`src/rtl/fir_pkg.sv`:
```
// Shared definitions for the FIR output path: phase enum, default sample
// widths and a saturation helper reused by later stages.
// Ports: none (package).
package fir_pkg;

  // Output-stage phase: discard the startup transient, then stream.
  typedef enum logic {
    WARMUP = 1'b0,
    RUN    = 1'b1
  } fir_out_state_t;

  localparam int IN_W  = 32;
  localparam int OUT_W = 16;

  // Clamp a signed value into the signed range of out_width bits. The result
  // stays in 64-bit form so callers of any width can slice the low bits and
  // detect clipping by comparing against the original value.
  function automatic logic signed [63:0] fir_saturate(
    input logic signed [63:0] in_val,
    input int                 out_width
  );
    logic signed [63:0] max_v;
    logic signed [63:0] min_v;
    max_v = (64'sd1 <<< (out_width - 1)) - 64'sd1;
    min_v = -(64'sd1 <<< (out_width - 1));
    if (in_val > max_v) begin
      return max_v;
    end else if (in_val < min_v) begin
      return min_v;
    end else begin
      return in_val;
    end
  endfunction

endpackage

```
`src/rtl/fir_sample_fifo.sv`:
```
// Synchronous FIFO for decimated samples; head entry readable whenever not empty.
// Ports: wr_en/wr_data push, rd_en pops the head, rd_data/empty/full/level report state.
// A write while full is accepted only if a read happens in the same cycle.
module fir_sample_fifo #(
  parameter int WIDTH = 16,
  parameter int DEPTH = 8
) (
  input  logic                     clk,
  input  logic                     reset,
  input  logic                     wr_en,
  input  logic [WIDTH-1:0]         wr_data,
  input  logic                     rd_en,
  output logic [WIDTH-1:0]         rd_data,
  output logic                     empty,
  output logic                     full,
  output logic [$clog2(DEPTH):0]   level
);

  localparam int AW = $clog2(DEPTH);
  localparam logic [AW:0]   FULL_LVL = (AW + 1)'(DEPTH);
  localparam logic [AW:0]   LVL_ONE  = (AW + 1)'(1);
  localparam logic [AW-1:0] PTR_ONE  = AW'(1);

  logic [WIDTH-1:0] mem [DEPTH];
  logic [AW-1:0]    wr_ptr;
  logic [AW-1:0]    rd_ptr;
  logic             do_rd;
  logic             do_wr;

  assign empty   = (level == '0);
  assign full    = (level == FULL_LVL);
  assign do_rd   = rd_en && !empty;
  // The freed head slot makes room for the incoming write when full.
  assign do_wr   = wr_en && (!full || do_rd);
  assign rd_data = mem[rd_ptr];

  always_ff @(posedge clk) begin
    if (reset) begin
      wr_ptr <= '0;
      rd_ptr <= '0;
      level  <= '0;
    end else begin
      if (do_wr) wr_ptr <= wr_ptr + PTR_ONE;
      if (do_rd) rd_ptr <= rd_ptr + PTR_ONE;
      case ({do_wr, do_rd})
        2'b10:   level <= level + LVL_ONE;
        2'b01:   level <= level - LVL_ONE;
        default: level <= level;
      endcase
    end
  end

  // Storage carries no reset; entries are only observed once written.
  always_ff @(posedge clk) begin
    if (do_wr) mem[wr_ptr] <= wr_data;
  end

endmodule

```
`src/rtl/fir_decimating_output_stage.sv`:
```
// FIR output stage: drop WARMUP transient samples, decimate by DECIM, saturate
// to OUT_WIDTH, stage, then buffer in a FIFO feeding a valid/ready stream.
// Ports: clk/reset; in_valid/in_sample from the filter; out_data/out_valid/out_ready
// stream; fifo_level, sticky sat_flag and saturating overflow_count status.
module fir_decimating_output_stage
  import fir_pkg::*;
#(
  parameter int IN_WIDTH   = IN_W,
  parameter int OUT_WIDTH  = OUT_W,
  parameter int DECIM      = 4,
  parameter int WARMUP     = 20,
  parameter int FIFO_DEPTH = 8
) (
  input  logic                          clk,
  input  logic                          reset,
  input  logic                          in_valid,
  input  logic [IN_WIDTH-1:0]           in_sample,
  output logic [OUT_WIDTH-1:0]          out_data,
  output logic                          out_valid,
  input  logic                          out_ready,
  output logic [$clog2(FIFO_DEPTH):0]   fifo_level,
  output logic                          sat_flag,
  output logic [15:0]                   overflow_count
);

  localparam int WCW = (WARMUP > 0) ? $clog2(WARMUP + 1) : 1;
  localparam int PW  = (DECIM > 1) ? $clog2(DECIM) : 1;
  localparam logic [WCW-1:0] WARM_LAST  = (WARMUP > 0) ? WCW'(WARMUP - 1) : '0;
  localparam logic [WCW-1:0] WARM_ONE   = WCW'(1);
  localparam logic [PW-1:0]  PHASE_LAST = PW'(DECIM - 1);
  localparam logic [PW-1:0]  PHASE_ONE  = PW'(1);

  // The WARMUP parameter shadows the package enum literal of the same name,
  // so the phase states are always referenced through the package scope.
  fir_out_state_t state_q;
  fir_out_state_t state_d;
  logic           keep_d;

  logic [WCW-1:0] warm_cnt;
  logic [PW-1:0]  phase;

  logic signed [IN_WIDTH-1:0] in_s;
  logic signed [63:0]         in_ext;
  logic signed [63:0]         sat_ext;
  logic [OUT_WIDTH-1:0]       sat_val;
  logic                       clip;

  logic                 stg_keep;
  logic [OUT_WIDTH-1:0] stg_data;
  logic                 stg_clip;

  logic                 rd_fire;
  logic                 fifo_wr;
  logic                 fifo_full;
  logic                 fifo_empty;
  logic                 drop;
  logic [OUT_WIDTH-1:0] fifo_rd_data;

  // ---------------- phase FSM ----------------
  always_ff @(posedge clk) begin
    if (reset) begin
      if (WARMUP == 0) state_q <= fir_pkg::RUN;
      else             state_q <= fir_pkg::WARMUP;
    end else begin
      state_q <= state_d;
    end
  end

  always_comb begin
    state_d = state_q;
    keep_d  = 1'b0;
    case (state_q)
      fir_pkg::WARMUP: begin
        // The sample that completes warmup is itself discarded.
        if (in_valid && (warm_cnt == WARM_LAST)) state_d = fir_pkg::RUN;
      end
      fir_pkg::RUN: begin
        keep_d = in_valid && (phase == '0);
      end
      default: state_d = state_q;
    endcase
  end

  always_ff @(posedge clk) begin
    if (reset) begin
      warm_cnt <= '0;
    end else if ((state_q == fir_pkg::WARMUP) && in_valid) begin
      warm_cnt <= warm_cnt + WARM_ONE;
    end
  end

  always_ff @(posedge clk) begin
    if (reset) begin
      phase <= '0;
    end else if ((state_q == fir_pkg::RUN) && in_valid) begin
      phase <= (phase == PHASE_LAST) ? '0 : phase + PHASE_ONE;
    end
  end

  // ---------------- saturation ----------------
  assign in_s    = in_sample;
  assign in_ext  = 64'(in_s);
  assign sat_ext = fir_saturate(in_ext, OUT_WIDTH);
  assign sat_val = sat_ext[OUT_WIDTH-1:0];
  assign clip    = (sat_ext != in_ext);

  // ---------------- stage register ----------------
  always_ff @(posedge clk) begin
    if (reset) begin
      stg_keep <= 1'b0;
      stg_data <= '0;
      stg_clip <= 1'b0;
    end else begin
      stg_keep <= keep_d;
      if (keep_d) begin
        stg_data <= sat_val;
        stg_clip <= clip;
      end
    end
  end

  // ---------------- FIFO write / overflow ----------------
  assign rd_fire = out_valid && out_ready;
  assign fifo_wr = stg_keep && (!fifo_full || rd_fire);
  assign drop    = stg_keep && fifo_full && !rd_fire;

  always_ff @(posedge clk) begin
    if (reset) begin
      sat_flag       <= 1'b0;
      overflow_count <= '0;
    end else begin
      if (stg_keep && stg_clip) sat_flag <= 1'b1;
      if (drop && (overflow_count != 16'hFFFF)) overflow_count <= overflow_count + 16'd1;
    end
  end

  fir_sample_fifo #(
    .WIDTH (OUT_WIDTH),
    .DEPTH (FIFO_DEPTH)
  ) u_fifo (
    .clk     (clk),
    .reset   (reset),
    .wr_en   (fifo_wr),
    .wr_data (stg_data),
    .rd_en   (rd_fire),
    .rd_data (fifo_rd_data),
    .empty   (fifo_empty),
    .full    (fifo_full),
    .level   (fifo_level)
  );

  assign out_valid = !fifo_empty;
  // Unwritten storage is hidden so the idle stream reads as zero.
  assign out_data  = fifo_empty ? '0 : fifo_rd_data;

endmodule

```
`config.mk`:
```
export PLATFORM = sky130hd
export DESIGN_NAME = fir_decimating_output_stage
export DESIGN_NICKNAME = d
export VERILOG_FILES = /design/src/rtl/fir_pkg.sv /design/src/rtl/fir_sample_fifo.sv /design/src/rtl/fir_decimating_output_stage.sv
export SDC_FILE = /design/constraint.sdc
export NUM_CORES = 1
export LEC_CHECK = 0
export CELL_PAD_IN_SITES_DETAIL_PLACEMENT = 1
export CELL_PAD_IN_SITES_GLOBAL_PLACEMENT = 1
export CORE_ASPECT_RATIO = 0.9
export CORE_MARGIN = 2
export CORE_UTILIZATION = 43
export DETAILED_ROUTE_END_ITERATION = 8
export DONT_BUFFER_PORTS = 1
export GPL_ROUTABILITY_DRIVEN = 0
export GPL_TIMING_DRIVEN = 0
export PLACE_DENSITY = 0.7
export SYNTH_ARGS = -nofsm -noshare
export SYNTH_HDL_FRONTEND = slang
export SYNTH_HIERARCHICAL = 1
export SYNTH_SLANG_ARGS = --single-unit
```
`constraint.sdc`:
```
create_clock -name clk -period 5.05 [get_ports clk]
set_input_delay 1.01 -clock clk [delete_from_list [all_inputs] [get_ports clk]]
set_output_delay 1.01 -clock clk [all_outputs]
set_load 0.01 [all_outputs]
```
==> results of run 1 <==
-- where the power goes --
part / total (W) / internal [W] / switching, W / leakage, nW
clock: 0.00133 / 0.000742 / 0.000588 / 0.283
sequential: 0.00159 / 0.00159 / 0.00000156 / 1.33
combinational: 0.0000261 / 0.0000108 / 0.0000153 / 0.818
-- kinds of logic (layout without fill, tap and decap cells) --
kind of cell | count (synthesis) | after routing
AND/OR/NAND/NOR | 139 | 139
buffers and inverters | 32 | 72
multiplexers | 53 | 53
flip-flops | 184 | 184
AO/OA/AOI/OAI | 83 | 83
XOR/XNOR | 11 | 11
adder cells (fa/ha/maj) | 10 | 10
-- worst min-delay path, delay by kind of cell (launching register included) --
family	cells	cell delay, ns
AND/OR/NAND/NOR	1	0.06
AO/OA/AOI/OAI	1	0.05
flip-flops	1	0.33
-- layout make-up --
class / count / area (µm²)
Buffer: 21 / 119
Fill cell: 1732 / 8810
Clock buffer: 18 / 429
Multi-Input combinational cell: 296 / 2530
Inverter: 11 / 41.3
Tap cell: 240 / 300
Clock inverter: 14 / 165
Sequential cell: 184 / 4960
Timing Repair Buffer: 8 / 138
-- path summary, 6_finish.rpt --
kind                        start              end  slack, ns
hold reg to reg          phase[1]         phase[1]       0.48
hold / removal           phase[1]         phase[1]       0.48
setup reg to reg  u_fifo/level[1]  u_fifo/level[3]       1.44
setup / recovery  u_fifo/level[1]  u_fifo/level[3]       1.44
-- layer usage --
layer  vias up  wire (µm)  global-route usage
met5         -          0                   0
met4         0        174              0.0543
met3        13        992              0.0514
met2       103       8100               0.307
met1      2299       7500               0.254
li1       2052          -                   -
-- metrics by stage --
stage / instances / util / area, µm² / setup WS [ns] / hold slack [ns]
5_1_grt: 792 / 0.496 / 8680 / 1.22 / 0.541
4_1_cts: 792 / 0.496 / 8680 / 1.38 / 0.487
3_5_place_dp: 760 / 0.462 / 8090 / 1.40 / 0.478
2_1_floorplan: 512 / - / 7620 / 1.53 / 0.450
3_3_place_gp: 752 / 0.453 / 7920 / 0.423 / 0.462
6_report: 792 / 0.496 / 8680 / 1.44 / 0.483
-- flip-flops by register name (all words and copies together) (netlist names), named ones only --
name            cells
u_fifo/mem        128
overflow_count     16
stg_data           16
warm_cnt            5
u_fifo/level        4
u_fifo/rd_ptr       3
u_fifo/wr_ptr       3
phase               2
sat_flag            1
state_q             1
stg_clip            1
stg_keep            1
-- cell usage in the layout, fill, tap and decap left out, types with 3 or more instances in the layout --
cell type / n
buf_1: 3
nand2_1: 10
or4_1: 14
nand4_2: 3
clkbuf_16: 17
inv_1: 11
nor2b_1: 21
nor2_1: 22
buf_8: 4
nor2_2: 6
a21oi_1: 38
clkbuf_1: 8
mux2_2: 17
mux2i_1: 4
xor2_1: 9
nor3_1: 3
or3_1: 3
ha_1: 10
nor4_1: 7
dfxtp_1: 56
buf_4: 3
o31ai_1: 10
o21ai_0: 21
buf_6: 5
nand3_1: 7
o41ai_1: 3
inv_6: 3
nand2b_1: 17
mux4_2: 32
buf_2: 5
edfxtp_1: 128
nand4_1: 10
==> results by group, run 1 <==
Synthesis
  • Post-synthesis simple-gate area fraction: 0.109
  • Post-synth top cells: edfxtp_1 (128), dfxtp_1 (56), a21oi_1 (38)
  • XOR/XNOR share of the synthesized area: 0.0126
  • Synth Area in Compound Gates: 0.0650
  • Largest family of logic cells by synthesized area: multiplexers
  • Ys flop type: edfxtp_1
  • Adder-Cell Fraction of Synth Area: 0.0164
  • Syn nets: 558
  • Post-synth EDFFs: 128
  • Largest area contributor in the netlist: edfxtp_1
  • Post-synthesis mux area share: 0.125
  • Netlist Area Pre-Place: 7620 µm²
  • Synth unique cells: 48
  • Synth area leaders: edfxtp_1 (50%), dfxtp_1 (15%), mux4_2 (9.5%), mux2_2 (2.5%), a21oi_1 (2.5%)
  • Share of the synthesized area in the top cell type: 0.504
  • Flop and latch count out of synthesis: 184
  • Seq/Total Area, Yosys: 0.651
  • Most common cell in the netlist: edfxtp_1
  • Synth Warn #: 6
  • Syn Area/Cell: 14.9 µm²
  • Asr flop ratio synth: 0
  • Syn Inst Count: 512

STA
  • Setup TNS: 0 ns
  • Final Hold Fails: 0
  • Pins Over Slew Limit: 0
  • Endpoints failing setup: 0
  • Period utilization: 0.715
  • RSZ-0062 raised after global routing: false
  • Relative slew slack: 0.313
  • Post-route minimum period: 3.61 ns
  • Worst-Margin Slew: 1.02 ns
  • Fmax: 277 MHz
  • Final setup skew: 0.0103 ns

Clock network
  • Cts hold-fix bufs: 0
  • Sinks on Clock Net: 184
  • Post-CTS Resized: 0
  • CTS Root Cell: clkbuf_16
  • Post-CTS Repair Setup Buffers: 0
  • Clock Latency Late Sink: 0.43 ns
  • Worst-path clk slew: 0.07 ns
  • Num CTS Buffers: 17
  • CTS tree: done
  • H-tree levels: 4
  • CTS Buffer Depth: 2

Worst setup path
  • Critical Path RT: 5.38 ns
  • CP Launch Type: flip-flop
  • Worst path cell trace: buf_6 -> nor4_2 -> nand2b_2 -> inv_1 -> o41a_1 -> ha_1 -> or3_2 -> o32ai_1 -> mux2_2
  • Critical Path Stages: 9
  • Delay-heaviest family, CP: simple AND/OR/NAND/NOR gates
  • CP endpoint kind: flip-flop
  • Buf/Inv on CP: 2
  • Slowest cell on crit path: nor4_2
  • Kind of critical path: reg2reg
  • Worst R2R Path Depth: 9
  • Critical Path AT: 3.94 ns
  • Critical Path Max Stage Delay: 0.83 ns
  • Crit-path max FO: 9

Floorplanning
  • Top Ports: 74
  • Die H: 130 µm
  • Initial core utilization: 0.436
  • Die ar.: 18800 µm²
  • Core Box Area: 17500 µm²
  • Chip Width: 144 µm
  • Core Rows: 46

Detailed routing
  • Final wirelength: 16800 µm
  • Pre-Repair DR Iteration Count: 6
  • Vias/cell: 5.64
  • Drt initial violations: 257
  • DR DRC count: 0
  • Via Count: 4467
  • Post-route ant nets: 0
  • Drt wl/cell: 21.2 µm

Global route
  • First-pass GRT wire length: 26400 µm
  • Total GRT Usage: 0.189
  • Largest net degree at the start of global routing: 18
  • Vias in the first global route: 4774
  • Initial antenna violation count: 0
  • Total gr overflow: 0

Placement
  • Post-DP HPWL: 12000 µm
  • Port Buf Inserts: 0

Cells and area
  • Nets: 585
  • P&R area growth vs syn: 14.0%
  • Antenna Cells: 0
  • Share of cells above drive strength 1: 0.214

Flow run
  • Max-cap violations: 0

Outcome
  • Status: finished, final reports clean

Power and ir drop
  • PwrDens: 340 nW/µm²
  • Pleak: 2.43 nW
  • Max rail drop VDD: 229 µV
  • Overall power: 0.00295 W

Worst hold path
  • Hold path depth: 2
  • Worst hold-check path type: reg2reg
(Power assumes the default switching activity.)
==> inputs of run 2 (changes only) <==
--- a/config.mk
+++ b/config.mk
@@ -14,7 +14,7 @@
 export DONT_BUFFER_PORTS = 1
 export GPL_ROUTABILITY_DRIVEN = 0
 export GPL_TIMING_DRIVEN = 0
-export PLACE_DENSITY = 0.7
+export PLACE_DENSITY = 0.73
 export SYNTH_ARGS = -nofsm -noshare
 export SYNTH_HDL_FRONTEND = slang
 export SYNTH_HIERARCHICAL = 1
==> constraint.sdc (replaced) <==
create_clock -name clk -period 3.11 [get_ports clk]
set_input_delay 0.622 -clock clk [delete_from_list [all_inputs] [get_ports clk]]
set_output_delay 0.622 -clock clk [all_outputs]
set_load 0.01 [all_outputs]
==> run 2 against run 1 <==
Effect of this change:
- hold slack worse by 0.14 ns
- non-clock buffer count grew 1
- cell count grew 0.13%
- clock power increased by 56%
- sequential share of layout area up 0.17 points
- die area is the same
- setup slack got worse by 1.3 ns
- register-to-register slack worse by 1.3 ns
- count of clock-buffer cells in the layout stayed put
- design area down 0.29%
- flip-flop and latch count did not move
- clock skew shrank 0.0019 ns
- largest power group unchanged
==> results by group, run 2 (same netlist as run 1, synthesis figures left out) <==
Outcome
  • Status: finished, final reports clean

Worst setup path
  • Crit-path max FO: 8
  • CP endpoint kind: flip-flop
  • Kind of critical path: reg2reg
  • Critical Path AT: 3.28 ns
  • CP Launch Type: flip-flop
  • Slowest cell on crit path: dfxtp_1
  • Critical Path Max Stage Delay: 0.59 ns
  • Critical Path RT: 3.43 ns
  • Worst path cell trace: nor4_4 -> nand2b_2 -> a21boi_1 -> o21ai_4 -> ha_1 -> or3_2 -> o32ai_1 -> mux2_2

STA
  • Relative slew slack: 0.466
  • Setup ws final: 0.150 ns
  • Final Hold Fails: 0
  • Final setup skew: 0.00834 ns
  • Fmax: 338 MHz
  • Worst-Margin Slew: 0.794 ns
  • Period utilization: 0.952
  • RSZ-0062 raised after global routing: false
  • Endpoints failing setup: 0
  • Pins Over Slew Limit: 0
  • Post-route minimum period: 2.96 ns

Floorplanning
  • Die H: 130 µm
  • Top Ports: 74
  • Initial core utilization: 0.436
  • Core Rows: 46
  • Chip Width: 144 µm
  • Core Box Area: 17500 µm²
  • Die ar.: 18800 µm²

Power and ir drop
  • Sw Pwr: 0.000982 W
  • Max rail drop VDD: 397 µV
  • Combinational share of power: 0.009
  • Net Sw Frac: 0.208
  • PwrDens: 544 nW/µm²
  • P_int: 0.00373 W
  • Pleak: 2.41 nW
  • Overall power: 0.00471 W
  • Clock Power Share: 0.441
  • Sequential share of power: 0.550

Detailed routing
  • Via Count: 4486
  • DR DRC count: 0
  • Pre-Repair DR Iteration Count: 4
  • Drt initial violations: 218
  • Post-route ant nets: 0
  • Vias/cell: 5.66
  • Drt wl/cell: 21.4 µm
  • Final wirelength: 16900 µm

Placement
  • Port Buf Inserts: 0
  • Post-DP HPWL: 11700 µm
  • Dpl cells: 760
  • Placed cell areas: 8070 µm²
  • Pre-CTS WS: -0.498 ns

Cells and area
  • Antenna Cells: 0
  • Commonest non-fill, non-tap cell in the layout: edfxtp_1
  • Finished layout cell area: 8660 µm²
  • Final core utilization: 0.495
  • # fillers: 1739
  • P&R area growth vs syn: 13.6%
  • Register bank with the most flops: u_fifo/mem
  • Largest registers: u_fifo/mem: 128 flops, overflow_count: 16 flops, stg_data: 16 flops
  • Number of flip-flops in the largest register: 128
  • Nets: 586
  • Finished Layout Cells: 793
  • Most frequent cells in the layout: edfxtp_1 (128), dfxtp_1 (56), a21oi_1 (38)
  • Share of cells above drive strength 1: 0.219

Clock network
  • Cts hold-fix bufs: 0
  • H-tree levels: 4
  • Sinks on Clock Net: 184
  • CTS Root Cell: clkbuf_16
  • Clock Latency Late Sink: 0.43 ns
  • CTS Buffer Depth: 2
  • Worst-path clk slew: 0.07 ns
  • Num CTS Buffers: 17
  • CTS tree: done

Global route
  • Total gr overflow: 0
  • Largest net degree at the start of global routing: 18
  • Initial antenna violation count: 0
  • First-pass GRT wire length: 26500 µm
  • Vias in the first global route: 4816
  • Total GRT Usage: 0.190

Flow run
  • Max-cap violations: 0

Worst hold path
  • Worst hold-check path type: in2reg
## run 2: cell type report
cell class / count / area [µm²] / share of cell area
clock inverters: 14 / 140 / 0.0162
multi-input cells: 296 / 2550 / 0.294
inverters: 11 / 41.3 / 0.00477
clock buffers: 18 / 429 / 0.0496
flip-flops and latches: 184 / 4960 / 0.573
repair buffers: 9 / 116 / 0.0134
well taps: 240 / 300 / 0.0347
plain buffers: 21 / 119 / 0.0137
## run 2: worst max-delay path, delay by kind of cell, from the launching register on
kind | cells | cell delay [ns]
AOI/OAI and AO/OA | 3 | 0.68
adders and majority gates | 1 | 0.40
DFF | 1 | 0.59
muxes | 1 | 0.36
and+or+nand+nor | 3 | 0.83
## run 2: layer usage
metal | vias up | share of wire | GRT usage | wire [µm]
met5 | - | 0 | 0 | 0
met4 | 0 | 0.016 | 0.0668 | 272
met1 | 2294 | 0.44 | 0.246 | 7430
li1 | 2062 | - | - | -
met2 | 107 | 0.48 | 0.314 | 8180
met3 | 23 | 0.062 | 0.0481 | 1050
## run 2: final timing paths
kind / end / from / slack [ns] / depth (start not counted)
setup / recovery: u_fifo/level[3] / u_fifo/level[0] / 0.15 / 8
hold / removal: stg_data[6] / in_sample[6] / 0.34 / 2
setup reg to reg: u_fifo/level[3] / u_fifo/level[0] / 0.15 / 8
hold reg to reg: phase[1] / phase[1] / 0.49 / 2
## run 2: power groups by stage
stage / clock (W) / combinational, W / sequential (W)
after floorplan: 0 / 0.0000325 / 0.00264
after global placement: 0 / 0.0000405 / 0.00264
after detailed placement: 0 / 0.0000424 / 0.00264
after CTS: 0.00211 / 0.0000429 / 0.00259
after global routing: 0.00219 / 0.0000472 / 0.00259
final: 0.00208 / 0.0000418 / 0.00259
## run 2: through the flow
stage / setup TNS [ns] / hold slack (ns)
5_1_grt: 0 / 0.335
3_5_place_dp: -6.21 / 0.484
6_report: 0 / 0.339
3_3_place_gp: -82.21 / 0.462
4_1_cts: 0 / 0.324
2_1_floorplan: 0 / 0.450
## run 2: timing repair
item                       in CTS  in global routing
setup endpoints to repair      82                  0
setup buffers                   1                  0
gates resized for setup         3                  0
